$ cat src/rtl/mbox_byte_fifo_if.sv
// Byte mailbox FIFO bundle: upstream write/status signals plus downstream valid/ready read port.
// Latency: n/a (wiring only).
// Backpressure: write side sees full/afull/empty; read side uses mbox_valid_o/mbox_ready_i.
//
// Signal suffixes are from the FIFO's point of view (_i = into the FIFO, _o = out of it).
//   slave  modport : the FIFO itself
//   master modport : whoever drives writes and consumes reads (upstream writer + WOU side)
interface mbox_byte_fifo_if #(
    parameter int WOU_DW = 8,
    parameter int AW     = 4
);
    // write side
    logic              mbox_wr_i;
    logic [WOU_DW-1:0] mbox_di_i;
    logic              mbox_full_o;
    logic              mbox_afull_o;
    logic              mbox_empty_o;
    // read side
    logic [WOU_DW-1:0] mbox_dout_o;
    logic              mbox_valid_o;
    logic              mbox_ready_i;
    // status / debug
    logic [AW:0]       mbox_level_o;
    logic              mbox_ovf_o;
    logic              mbox_ovf_clr_i;

    modport slave (
        input  mbox_wr_i,
        input  mbox_di_i,
        output mbox_full_o,
        output mbox_afull_o,
        output mbox_empty_o,
        output mbox_dout_o,
        output mbox_valid_o,
        input  mbox_ready_i,
        output mbox_level_o,
        output mbox_ovf_o,
        input  mbox_ovf_clr_i
    );

    modport master (
        output mbox_wr_i,
        output mbox_di_i,
        input  mbox_full_o,
        input  mbox_afull_o,
        input  mbox_empty_o,
        input  mbox_dout_o,
        input  mbox_valid_o,
        output mbox_ready_i,
        input  mbox_level_o,
        input  mbox_ovf_o,
        output mbox_ovf_clr_i
    );
endinterface

$ cat src/rtl/mbox_byte_fifo.sv
// Byte-wide first-word-fall-through mailbox FIFO (DEPTH-1 entry RAM + 1 head register).
// Latency: a write into an empty FIFO is valid on mbox_dout_o one edge after the strobe.
// Backpressure: writes while full are dropped (sticky ovf); head holds stable while ready is low.
//
// Ports:
//   wb_clk_i  - single clock
//   wb_rst_i  - asynchronous, active-high reset (clears pointers, level, head, valid, ovf)
//   mbox      - slave side of mbox_byte_fifo_if:
//               write  : mbox_wr_i, mbox_di_i -> mbox_full_o, mbox_afull_o, mbox_empty_o
//               read   : mbox_dout_o, mbox_valid_o <- mbox_ready_i
//               status : mbox_level_o, mbox_ovf_o, mbox_ovf_clr_i
module mbox_byte_fifo #(
    parameter int WOU_DW   = 8,
    parameter int AW       = 4,
    parameter int AFULL_TH = 12
) (
    input  logic                  wb_clk_i,
    input  logic                  wb_rst_i,
    mbox_byte_fifo_if.slave       mbox
);

    localparam int DEPTH = 1 << AW;
    localparam int RAM_N = DEPTH - 1;
    localparam int LW    = AW + 1;

    localparam logic [AW-1:0] PTR_LAST  = AW'(RAM_N - 1);
    localparam logic [LW-1:0] LVL_FULL  = LW'(DEPTH);
    localparam logic [LW-1:0] LVL_AFULL = LW'(AFULL_TH);

    // Reject a threshold that could never (or always) fire.
    if (AFULL_TH < 1 || AFULL_TH > DEPTH - 1) begin : g_bad_afull_th
        $error("mbox_byte_fifo: AFULL_TH out of range 1..DEPTH-1");
    end

    // ------------------------------------------------------------------
    // State
    // ------------------------------------------------------------------
    logic [WOU_DW-1:0] mem_q [0:RAM_N-1];

    logic [AW-1:0]     wr_ptr_q, wr_ptr_d;
    logic [AW-1:0]     rd_ptr_q, rd_ptr_d;
    logic [LW-1:0]     level_q,  level_d;
    logic [WOU_DW-1:0] head_q,   head_d;
    logic              valid_q,  valid_d;
    logic              full_q,   full_d;
    logic              afull_q,  afull_d;
    logic              empty_q,  empty_d;
    logic              ovf_q,    ovf_d;

    // ------------------------------------------------------------------
    // Handshake decode
    // ------------------------------------------------------------------
    logic wr_acc;     // write strobe that is actually stored
    logic wr_drop;    // write strobe lost because the FIFO is full
    logic pop;        // consumer takes the head byte this edge
    logic head_free;  // head register may be (re)loaded this edge
    logic ram_empty;  // nothing stored behind the head register
    logic load_ram;   // head <= RAM[rd_ptr]
    logic bypass;     // head <= mbox_di_i directly, RAM untouched
    logic ram_wr;     // write lands in RAM[wr_ptr]

    // Pointer increment with an explicit wrap: the RAM has DEPTH-1 entries,
    // so a plain power-of-two rollover would skip past the last slot.
    function automatic logic [AW-1:0] ptr_inc(input logic [AW-1:0] p);
        return (p == PTR_LAST) ? '0 : p + AW'(1);
    endfunction

    always_comb begin
        // full is taken from the registered level, so a write while full is
        // dropped even if a pop frees a slot on the same edge.
        wr_acc    = mbox.mbox_wr_i & ~full_q;
        wr_drop   = mbox.mbox_wr_i &  full_q;
        pop       = valid_q & mbox.mbox_ready_i;
        head_free = ~valid_q | pop;
        // level counts the head register too, so RAM occupancy is level - valid.
        ram_empty = (level_q == {{AW{1'b0}}, valid_q});
        load_ram  = head_free & ~ram_empty;
        // Bypass only when the RAM is empty, which keeps strict FIFO order.
        bypass    = head_free &  ram_empty & wr_acc;
        ram_wr    = wr_acc & ~bypass;
    end

    // ------------------------------------------------------------------
    // Next-state logic
    // ------------------------------------------------------------------
    always_comb begin
        head_d   = head_q;
        valid_d  = valid_q;
        rd_ptr_d = rd_ptr_q;
        wr_ptr_d = wr_ptr_q;

        if (load_ram) begin
            head_d   = mem_q[rd_ptr_q];
            valid_d  = 1'b1;
            rd_ptr_d = ptr_inc(rd_ptr_q);
        end else if (bypass) begin
            head_d   = mbox.mbox_di_i;
            valid_d  = 1'b1;
        end else if (pop) begin
            valid_d  = 1'b0;
        end

        if (ram_wr) begin
            wr_ptr_d = ptr_inc(wr_ptr_q);
        end
    end

    always_comb begin
        level_d = level_q;
        if (wr_acc && !pop) begin
            level_d = level_q + LW'(1);
        end else if (!wr_acc && pop) begin
            level_d = level_q - LW'(1);
        end

        // Flags come from the next level so they move on the same edge as it.
        full_d  = (level_d == LVL_FULL);
        afull_d = (level_d >= LVL_AFULL);
        empty_d = (level_d == '0);
    end

    // Set beats clear when both happen in the same cycle.
    always_comb begin
        ovf_d = ovf_q;
        if (wr_drop) begin
            ovf_d = 1'b1;
        end else if (mbox.mbox_ovf_clr_i) begin
            ovf_d = 1'b0;
        end
    end

    // ------------------------------------------------------------------
    // Registers
    // ------------------------------------------------------------------
    always_ff @(posedge wb_clk_i or posedge wb_rst_i) begin
        if (wb_rst_i) begin
            wr_ptr_q <= '0;
            rd_ptr_q <= '0;
            level_q  <= '0;
            head_q   <= '0;
            valid_q  <= 1'b0;
            full_q   <= 1'b0;
            afull_q  <= 1'b0;
            empty_q  <= 1'b1;
            ovf_q    <= 1'b0;
        end else begin
            wr_ptr_q <= wr_ptr_d;
            rd_ptr_q <= rd_ptr_d;
            level_q  <= level_d;
            head_q   <= head_d;
            valid_q  <= valid_d;
            full_q   <= full_d;
            afull_q  <= afull_d;
            empty_q  <= empty_d;
            ovf_q    <= ovf_d;
        end
    end

    // Storage array has no reset; the pointers alone define what is valid.
    always_ff @(posedge wb_clk_i) begin
        if (ram_wr) begin
            mem_q[wr_ptr_q] <= mbox.mbox_di_i;
        end
    end

    // ------------------------------------------------------------------
    // Outputs
    // ------------------------------------------------------------------
    assign mbox.mbox_full_o  = full_q;
    assign mbox.mbox_afull_o = afull_q;
    assign mbox.mbox_empty_o = empty_q;
    assign mbox.mbox_dout_o  = head_q;
    assign mbox.mbox_valid_o = valid_q;
    assign mbox.mbox_level_o = level_q;
    assign mbox.mbox_ovf_o   = ovf_q;

    // ------------------------------------------------------------------
    // Structural invariants
    // ------------------------------------------------------------------
    // The head register always fills before the RAM, so valid tracks level != 0.
    a_valid_level: assert property (@(posedge wb_clk_i) disable iff (wb_rst_i)
        valid_q == (level_q != '0));

    a_level_max: assert property (@(posedge wb_clk_i) disable iff (wb_rst_i)
        level_q <= LVL_FULL);

    a_flags: assert property (@(posedge wb_clk_i) disable iff (wb_rst_i)
        (full_q == (level_q == LVL_FULL)) && (empty_q == (level_q == '0)) &&
        (afull_q == (level_q >= LVL_AFULL)));

endmodule

$ cat src/flat_wrapper.sv
// flat-port wrapper written by rule: the top's interface ports become plain ports
module mbox_byte_fifo_flat 
#(
    parameter int WOU_DW   = 8,
    parameter int AW       = 4,
    parameter int AFULL_TH = 12
)
  (wb_clk_i, wb_rst_i, mbox_mbox_wr_i, mbox_mbox_di_i, mbox_mbox_full_o, mbox_mbox_afull_o, mbox_mbox_empty_o, mbox_mbox_dout_o, mbox_mbox_valid_o, mbox_mbox_ready_i, mbox_mbox_level_o, mbox_mbox_ovf_o, mbox_mbox_ovf_clr_i);
  mbox_byte_fifo_if #(.WOU_DW(WOU_DW), .AW(AW)) mbox_i ();
  input  logic wb_clk_i;
  input  logic wb_rst_i;
  input wire logic [$bits(mbox_i.mbox_wr_i)-1:0] mbox_mbox_wr_i;
  input wire logic [$bits(mbox_i.mbox_di_i)-1:0] mbox_mbox_di_i;
  output wire logic [$bits(mbox_i.mbox_full_o)-1:0] mbox_mbox_full_o;
  output wire logic [$bits(mbox_i.mbox_afull_o)-1:0] mbox_mbox_afull_o;
  output wire logic [$bits(mbox_i.mbox_empty_o)-1:0] mbox_mbox_empty_o;
  output wire logic [$bits(mbox_i.mbox_dout_o)-1:0] mbox_mbox_dout_o;
  output wire logic [$bits(mbox_i.mbox_valid_o)-1:0] mbox_mbox_valid_o;
  input wire logic [$bits(mbox_i.mbox_ready_i)-1:0] mbox_mbox_ready_i;
  output wire logic [$bits(mbox_i.mbox_level_o)-1:0] mbox_mbox_level_o;
  output wire logic [$bits(mbox_i.mbox_ovf_o)-1:0] mbox_mbox_ovf_o;
  input wire logic [$bits(mbox_i.mbox_ovf_clr_i)-1:0] mbox_mbox_ovf_clr_i;
  assign mbox_i.mbox_wr_i = mbox_mbox_wr_i;
  assign mbox_i.mbox_di_i = mbox_mbox_di_i;
  assign mbox_mbox_full_o = mbox_i.mbox_full_o;
  assign mbox_mbox_afull_o = mbox_i.mbox_afull_o;
  assign mbox_mbox_empty_o = mbox_i.mbox_empty_o;
  assign mbox_mbox_dout_o = mbox_i.mbox_dout_o;
  assign mbox_mbox_valid_o = mbox_i.mbox_valid_o;
  assign mbox_i.mbox_ready_i = mbox_mbox_ready_i;
  assign mbox_mbox_level_o = mbox_i.mbox_level_o;
  assign mbox_mbox_ovf_o = mbox_i.mbox_ovf_o;
  assign mbox_i.mbox_ovf_clr_i = mbox_mbox_ovf_clr_i;
  mbox_byte_fifo #(.WOU_DW(WOU_DW), .AW(AW), .AFULL_TH(AFULL_TH)) u_core (.wb_clk_i(wb_clk_i), .wb_rst_i(wb_rst_i), .mbox(mbox_i));
endmodule
$ cat config.mk
export PLATFORM = sky130hd
export DESIGN_NAME = mbox_byte_fifo_flat
export DESIGN_NICKNAME = d
export VERILOG_FILES = /design/src/rtl/mbox_byte_fifo_if.sv /design/src/rtl/mbox_byte_fifo.sv /design/src/flat_wrapper.sv
export SDC_FILE = /design/constraint.sdc
export NUM_CORES = 1
export LEC_CHECK = 0
export ABC_CLOCK_PERIOD_IN_PS = 3360
export CAP_MARGIN = 10
export CORE_UTILIZATION = 45
export DETAILED_ROUTE_END_ITERATION = 16
export GPL_ROUTABILITY_DRIVEN = 0
export HOLD_SLACK_MARGIN = 0.05
export PLACE_DENSITY = 0.71
export SETUP_SLACK_MARGIN = 0.4
export SLEW_MARGIN = 20
export SYNTH_ARGS = -nofsm -noshare
export SYNTH_HDL_FRONTEND = slang
export SYNTH_SLANG_ARGS = --single-unit
$ cat constraint.sdc
create_clock -name wb_clk_i -period 3.36 [get_ports wb_clk_i]
set_clock_uncertainty 0.1 [all_clocks]
set_input_delay 0.84 -clock wb_clk_i [delete_from_list [all_inputs] [get_ports wb_clk_i]]
set_output_delay 0.84 -clock wb_clk_i [all_outputs]
set_load 0.02 [all_outputs]
==> summary.txt, run 1 <==
Status
  – Status: completed

Clock tree
  – H-tree Lvls: 4
  – Worst-path clk slew: ~0.06 ns
  – Worst-skew pair later-pin latency: 0.41 ns
  – Clock Tree Buf Depth: 2
  – CTS tree: done
  – CTS sink count: 146
  – Resize count post-CTS: 0
  – CTS Hold Bufs: 0
  – Setup bufs post-CTS: 0
  – TritonCTS Buffers: 17
  – CTS root buffer: clkbuf_16

STA
  – Final setup margin: 0.780 ns
  – Max Freq: 388 MHz
  – Final hold slack: between 0.3 and 0.4 ns
  – Actual slew at the worst max-slew pin: 0.690 ns
  – Max Slew Vio Count: 0
  – Fin. Hold Viols: 0
  – Fin crit share: between 70% and 80%
  – Setup violations, final: 0
  – Min Tclk post-route: ~2.6 ns
  – Setup TNS: 0 ns
  – Slew margin rel.: 54.0%
  – RSZ-0062 raised after global routing: no

Yosys
  – Ys flop type: edfxtp_1
  – Synth warn: 0
  – Synth Area in Compound Gates: about 8.5%
  – EDFF count, synth: 120
  – Mean Syn Cell Area: ~16 sq um
  – Post-synthesis sequential area ratio: a little over two thirds
  – Mux share of post-synthesis cell area: 11.6%
  – Cells after Synth: 371
  – Largest family of logic cells by synthesized area: multiplexers
  – Mapped cell area: 6120 sq um
  – Post-Syn Nets: 386
  – Xor and xnor area share after synthesis: less than 1%
  – Post-Synth Simple-Gate Area: 6.48%
  – Adder-Cell Fraction of Synth Area: 0.409%
  – Async SR Flop Fraction: 17.8%
  – Seq cells post-synth: 146
  – Synth cell types: 54

Worst setup path
  – CP Launch Point: u_core.mbox.mbox_level_o[0]
  – Startpoint types: flip-flop
  – Worst path cell trace: clkdlybuf4s50_1
  – CP delay by family, top: buffers and inverters
  – Critical R2R Launch: u_core.rd_ptr_q[1]
  – CP Max Fanout: 9
  – Slowest-stage cell, CP: clkdlybuf4s50_1
  – Slowest Stage Delay on Critical Path: 0.67 ns
  – FF-to-FF setup slack: 0.91 ns
  – Worst setup EP type: primary output
  – WP data arrival: 1.64 ns
  – CP required: 2.42 ns
  – Setup CP Type: flip-flop to primary output
  – Buf+Inv Stages, Crit Path: 1

Final layout
  – ANT cells: 0
  – Fillers: between 1,000 and 1,500
  – Design area: 7320 sq um
  – Commonest non-fill, non-tap cell in the layout: edfxtp_1
  – Final #Nets: between 400 and 500
  – Layout cells sized above 1: roughly 20%
  – Final core utilization: between 50% and 60%
  – Area Overhead vs Synth: 19.5%
  – Most frequent cells in the layout: 120 x edfxtp_1, 31 x nand2_1, 30 x clkdlybuf4s50_1, 30 x buf_4, 24 x dfrtp_1

Die
  – IO Pins: 31
  – Starting density of the core: a little under half
  – Die width: 119 um
  – Die Y: approximately 120 um
  – Core area: between 10,000 and 15,000 sq um
  – Die Footprint: approximately 14,000 sq um
  – # rows: between 40 and 50

Detailed routing
  – Initial DRC count: 313
  – Drt total wl: about 13,000 um
  – Drt wl/cell: 21.0 um
  – Vias: 3,584
  – First-pass DRT Iterations: 6
  – DRC viols: 0
  – Via-to-Cell Ratio: around 5.8
  – Final ANT Viol Nets: 0

Power and ir drop
  – Leak: 2.59 nW
  – Cell area power density: 851 nW/um^2
  – VDD IR max: 0.000483 V

Global routing
  – Total GRT Usage: 19.9%
  – Maximum number of pins on one net before global-route repair: 27
  – Vias in the first global route: approximately 3,600
  – Global route total overflow: 0
  – Initial antenna violation count: 0
  – First-pass GRT wire length: 20,200 um

Hold path
  – Hold_sp: u_core.mbox.mbox_dout_o[6]
  – Worst Hold Class: flip-flop to flip-flop

Placement
  – Post-DP HPWL: 8800 um
  – Post-DP Area: 6740 sq um
  – IO Port Bufs: 30
  – Post-Place Worst Slack: slightly below 0.4 ns

Job
  – Max Cap Violations: 0
-- synthesized netlist by cell type (2+ instances only) --
cell type	instances	area, sq um
edfxtp_1	120	3600
nand2_1	31	116
dfrtp_1	25	626
mux2i_1	18	180
nor2_1	16	60.1
o21ai_0	13	65.1
a21oi_1	11	55.1
mux4_2	11	248
mux4_1	9	236
nand3_1	9	45.0
inv_1	7	26.3
a21o_1	6	45.0
buf_2	6	30.0
clkbuf_1	5	18.8
nor3_1	5	25.0
a22o_1	4	35.0
a31oi_1	4	25.0
a32o_1	4	40.0
buf_4	4	30.0
mux2_2	4	45.0
o2111ai_1	4	35.0
o22a_1	4	35.0
a221oi_2	3	45.0
buf_6	3	33.8
nand2b_1	3	18.8
nor4_1	3	18.8
o31ai_1	3	22.5
or3_1	3	18.8
a41o_1	2	20.0
and2b_1	2	15.0
ha_1	2	25.0
nand2_2	2	12.5
nor2b_1	2	12.5
xnor2_1	2	17.5
xor2_1	2	17.5
-- layer usage --
metal | global-route usage (%) | vias up | part of all wire (%)
li1 | - | 1588 | -
met1 | 26.1 | 1794 | 42
met2 | 30.0 | 181 | 47
met3 | 6.18 | 21 | 8.5
met4 | 9.65 | 0 | 2.8
met5 | 0 | - | 0
-- flip-flops by register name, indices dropped and copies added (netlist names) --
name / cells
u_core.mbox.mbox_level_o: 5
u_core.mbox.mbox_ovf_o: 1
u_core.mem_q: 120
u_core.mbox.mbox_dout_o: 8
u_core.mbox.mbox_valid_o: 1
u_core.mbox.mbox_empty_o: 1
u_core.mbox.mbox_full_o: 1
u_core.mbox.mbox_afull_o: 1
u_core.wr_ptr_q: 4
u_core.rd_ptr_q: 4
-- where the power goes --
| group | total, mW | switching [mW] | internal, mW |
|---|---|---|---|
| Combinational | 1.80 | 0.956 | 0.840 |
| Clock | 1.84 | 0.677 | 1.17 |
| Sequential | 2.58 | 0.333 | 2.25 |
-- layout make-up --
class	instances	area (sq um)	area share (%)
Clock buffer	26	499	6.82
Clock inverter	6	81.3	1.11
Inverter	8	30.0	0.410
Multi-Input combinational cell	198	1700	23.3
Sequential cell	146	4260	58.2
Tap cell	176	220	3.01
Timing Repair Buffer	60	526	7.18
-- cell families (layout without fill, tap and decap cells) --
| group | count (synthesis) | in the layout |
|---|---|---|
| buffers and inverters | 27 | 100 |
| adders and majority gates | 2 | 2 |
| xor gates and xnor gates | 5 | 5 |
| DFF | 146 | 146 |
| muxes | 42 | 42 |
| AOI/OAI and AO/OA | 67 | 67 |
| and+or+nand+nor | 82 | 82 |
-- per-stage QoR --
stage	power, mW	std cells
after floorplan	3.82	371
after global placement	4.35	588
after detailed placement	4.40	588
after CTS	6.26	620
after global routing	6.49	620
final	6.22	620
-- worst paths after layout --
kind                                                to  cells after the start
hold / removal              u_core.mbox.mbox_dout_o[6]                      1
max in group asynchronous   u_core.mbox.mbox_dout_o[0]                      3
setup / recovery                  mbox_mbox_level_o[0]                      1
setup reg to reg            u_core.mbox.mbox_dout_o[4]                      5
hold reg to reg             u_core.mbox.mbox_dout_o[6]                      1
min in group asynchronous  u_core.mbox.mbox_level_o[1]                      2
Note: power is estimated with default switching activity, not from simulation.
==> run 2, diff against run 1 <==
ABC_CLOCK_PERIOD_IN_PS = 2530   (was 3360)
clock period = 2.53 ns   (was 3.36 ns; I/O delays follow)
==> run 2 against run 1 <==
Register-to-register slack worse by 0.57 ns. Global-route usage is 1.7 points higher. Critical endpoint is now u_core.mem_q[10][7]. Critical path type is now flip-flop to flip-flop. Largest power group unchanged. Via count is 3.8% higher. Hold slack worse by 0.0086 ns.
==> summary.txt, run 2 (synthesis results as in run 1) <==
Job
  – Max Cap Violations: 0 (unchanged)

Worst setup path
  – CP Max Fanout: 8 (was 9)
  – Worst setup EP type: flip-flop (was primary output)
  – CP required: 2.58 ns (was 2.42 ns)
  – Worst path most repeated cell: nor2_4
  – Worst path cell trace: or4_4 -> o31ai_4 -> buf_6 -> nor2_4 -> nand2_4 -> buf_12 -> nor2_4 (was clkdlybuf4s50_1)
  – Setup CP Type: flip-flop to flip-flop (was flip-flop to primary output)
  – Slowest Stage Delay on Critical Path: 0.57 ns (was 0.67 ns)
  – Slowest-stage cell, CP: or4_4 (was clkdlybuf4s50_1)
  – CP delay by family, top: simple AND/OR/NAND/NOR gates (was buffers and inverters)
  – Buf+Inv Stages, Crit Path: 2 (was 1)
  – Startpoint types: flip-flop (unchanged)
  – WP data arrival: 2.24 ns (was 1.64 ns)

STA
  – Setup violations, final: 0 (unchanged)
  – Slew margin rel.: 65.5% (was 54.0%)
  – Final setup margin: 0.337 ns (was 0.780 ns)
  – Max Slew Vio Count: 0 (unchanged)
  – Final hold slack: 0.380 ns (was 0.388 ns)
  – RSZ-0062 raised after global routing: yes (was no)
  – Actual slew at the worst max-slew pin: 0.517 ns (was 0.690 ns)
  – Min Tclk post-route: about 2.2 ns
  – Max Freq: roughly 460 MHz
  – Fin. Hold Viols: 0 (unchanged)
  – Fin crit share: 86.7%

Clock tree
  – CTS tree: done (unchanged)
  – TritonCTS Buffers: 17 (unchanged)
  – Worst-skew pair later-pin latency: 0.42 ns (was 0.41 ns)
  – Clock Tree Buf Depth: 2 (unchanged)
  – CTS sink count: 146 (unchanged)
  – CTS Hold Bufs: 0 (unchanged)
  – H-tree Lvls: 4 (unchanged)
  – CTS root buffer: clkbuf_16 (unchanged)
  – Worst-path clk slew: 0.06 ns (about the same)

Detailed routing
  – Via-to-Cell Ratio: 5.71 (was 5.78)
  – Vias: 3,720 (was 3,584)
  – DRC viols: 0 (unchanged)
  – Final ANT Viol Nets: 0 (unchanged)
  – Initial DRC count: 411 (was 313)
  – Drt total wl: 14,200 um (was 13,000 um)
  – Drt wl/cell: 21.8 um (was 21.0 um)
  – First-pass DRT Iterations: 7 (was 6)

Final layout
  – Final core utilization: 60.0% (was 55.2%)
  – ANT cells: 0 (unchanged)
  – Most frequent cells in the layout: 120 x edfxtp_1, 46 x buf_4, 30 x nand2_1, 20 x dfrtp_1, 18 x mux2i_1 (was 120 x edfxtp_1, 31 x nand2_1, 30 x clkdlybuf4s50_1, 30 x buf_4, 24 x dfrtp_1)
  – Area Overhead vs Synth: 29.8% (was 19.5%)
  – Final #Nets: 477 (was 446)
  – Layout cells sized above 1: 32.8% (was 19.6%)
  – Commonest non-fill, non-tap cell in the layout: edfxtp_1 (unchanged)
  – Largest register FFs: 120 (unchanged)
  – Fillers: 959 (was 1,028)
  – Biggest register: u_core.mem_q (unchanged)

Die
  – Die Footprint: 14,100 sq um (unchanged)
  – Starting density of the core: 46.2% (unchanged)
  – # rows: 42 (unchanged)
  – Core area: 13,200 sq um (unchanged)
  – Die width: 119 um (unchanged)
  – Die Y: 119 um (unchanged)
  – IO Pins: 31 (unchanged)

Placement
  – IO Port Bufs: 30 (unchanged)
  – Post-Place Worst Slack: -0.268 ns (was 0.390 ns)
  – Post-DP HPWL: 9320 um (was 8800 um)

Global routing
  – Vias in the first global route: 3,873 (was 3,563)
  – Global route total overflow: 0 (unchanged)
  – First-pass GRT wire length: 21,800 um (was 20,200 um)
  – Initial antenna violation count: 0 (unchanged)
  – Total GRT Usage: 21.6% (was 19.9%)
  – Maximum number of pins on one net before global-route repair: 27 (unchanged)

Hold path
  – Worst Hold Class: flip-flop to flip-flop (unchanged)

Power and ir drop
  – Total power: 9.06 mW (was 6.22 mW)
  – VDD IR max: 0.000624 V (was 0.000483 V)
  – Leak: 2.91 nW (was 2.59 nW)
  – Cell area power density: 1140 nW/um^2 (was 851 nW/um^2)

Status
  – Status: completed (unchanged)
==> run 2: final timing paths <==
check                                            start                         end  slack, ns  cells past startpoint
setup / recovery           u_core.mbox.mbox_level_o[2]         u_core.mem_q[10][7]       0.34                      7
hold / removal              u_core.mbox.mbox_dout_o[5]  u_core.mbox.mbox_dout_o[5]       0.38                      1
setup reg to reg           u_core.mbox.mbox_level_o[2]         u_core.mem_q[10][7]       0.34                      7
hold reg to reg             u_core.mbox.mbox_dout_o[5]  u_core.mbox.mbox_dout_o[5]       0.38                      1
max in group asynchronous                     wb_rst_i    u_core.mbox.mbox_empty_o       1.54                      3
min in group asynchronous                     wb_rst_i    u_core.mbox.mbox_valid_o       0.48                      3
==> run 2: timing repair <==
action	in CTS	in global routing
endpoints found under the setup margin	136	116
cloned	1	0
buffers inserted	9	5
resized for setup	40	15
pin swaps	9	8
==> run 2: final cells by class <==
| cell class | count | area, sq um | share of cell area (%) |
|---|---|---|---|
| Multi-Input combinational cell | 198 | 1960 | 24.6 |
| Sequential cell | 146 | 4260 | 53.7 |
| Clock inverter | 12 | 158 | 1.98 |
| Inverter | 8 | 30.0 | 0.378 |
| Tap cell | 176 | 220 | 2.77 |
| Clock buffer | 20 | 437 | 5.50 |
| Timing Repair Buffer | 91 | 880 | 11.1 |
==> run 2: layer usage <==
layer | track usage [%] | share of wire [%] | up-vias
met5 | 0 | 0 | -
met2 | 34.6 | 49 | 157
met1 | 28.0 | 43 | 1886
met4 | 8.23 | 2.1 | 0
met3 | 5.94 | 6.2 | 25
li1 | - | - | 1652
==> run 2: through the flow <==
stage                     instances  TNS, ns  instance area (sq um)
after global placement          604   -13.77                   7010
after floorplan                 371        0                   6250
after CTS                       646        0                   7830
after detailed placement        604   -19.75                   7010
after global routing            651        0                   7940
final                           651        0                   7940
==> run 2: report_power, final <==
part | switching (mW) | internal (mW)
clock | 0.947 | 1.55
combinational | 1.74 | 1.50
sequential | 0.321 | 3.00
==> run 3, diff against run 2 <==
CAP_MARGIN = unset   (was 10)
==> results of run 3 <==
The final DEF is identical to that of run 2; final timing and power are the same.
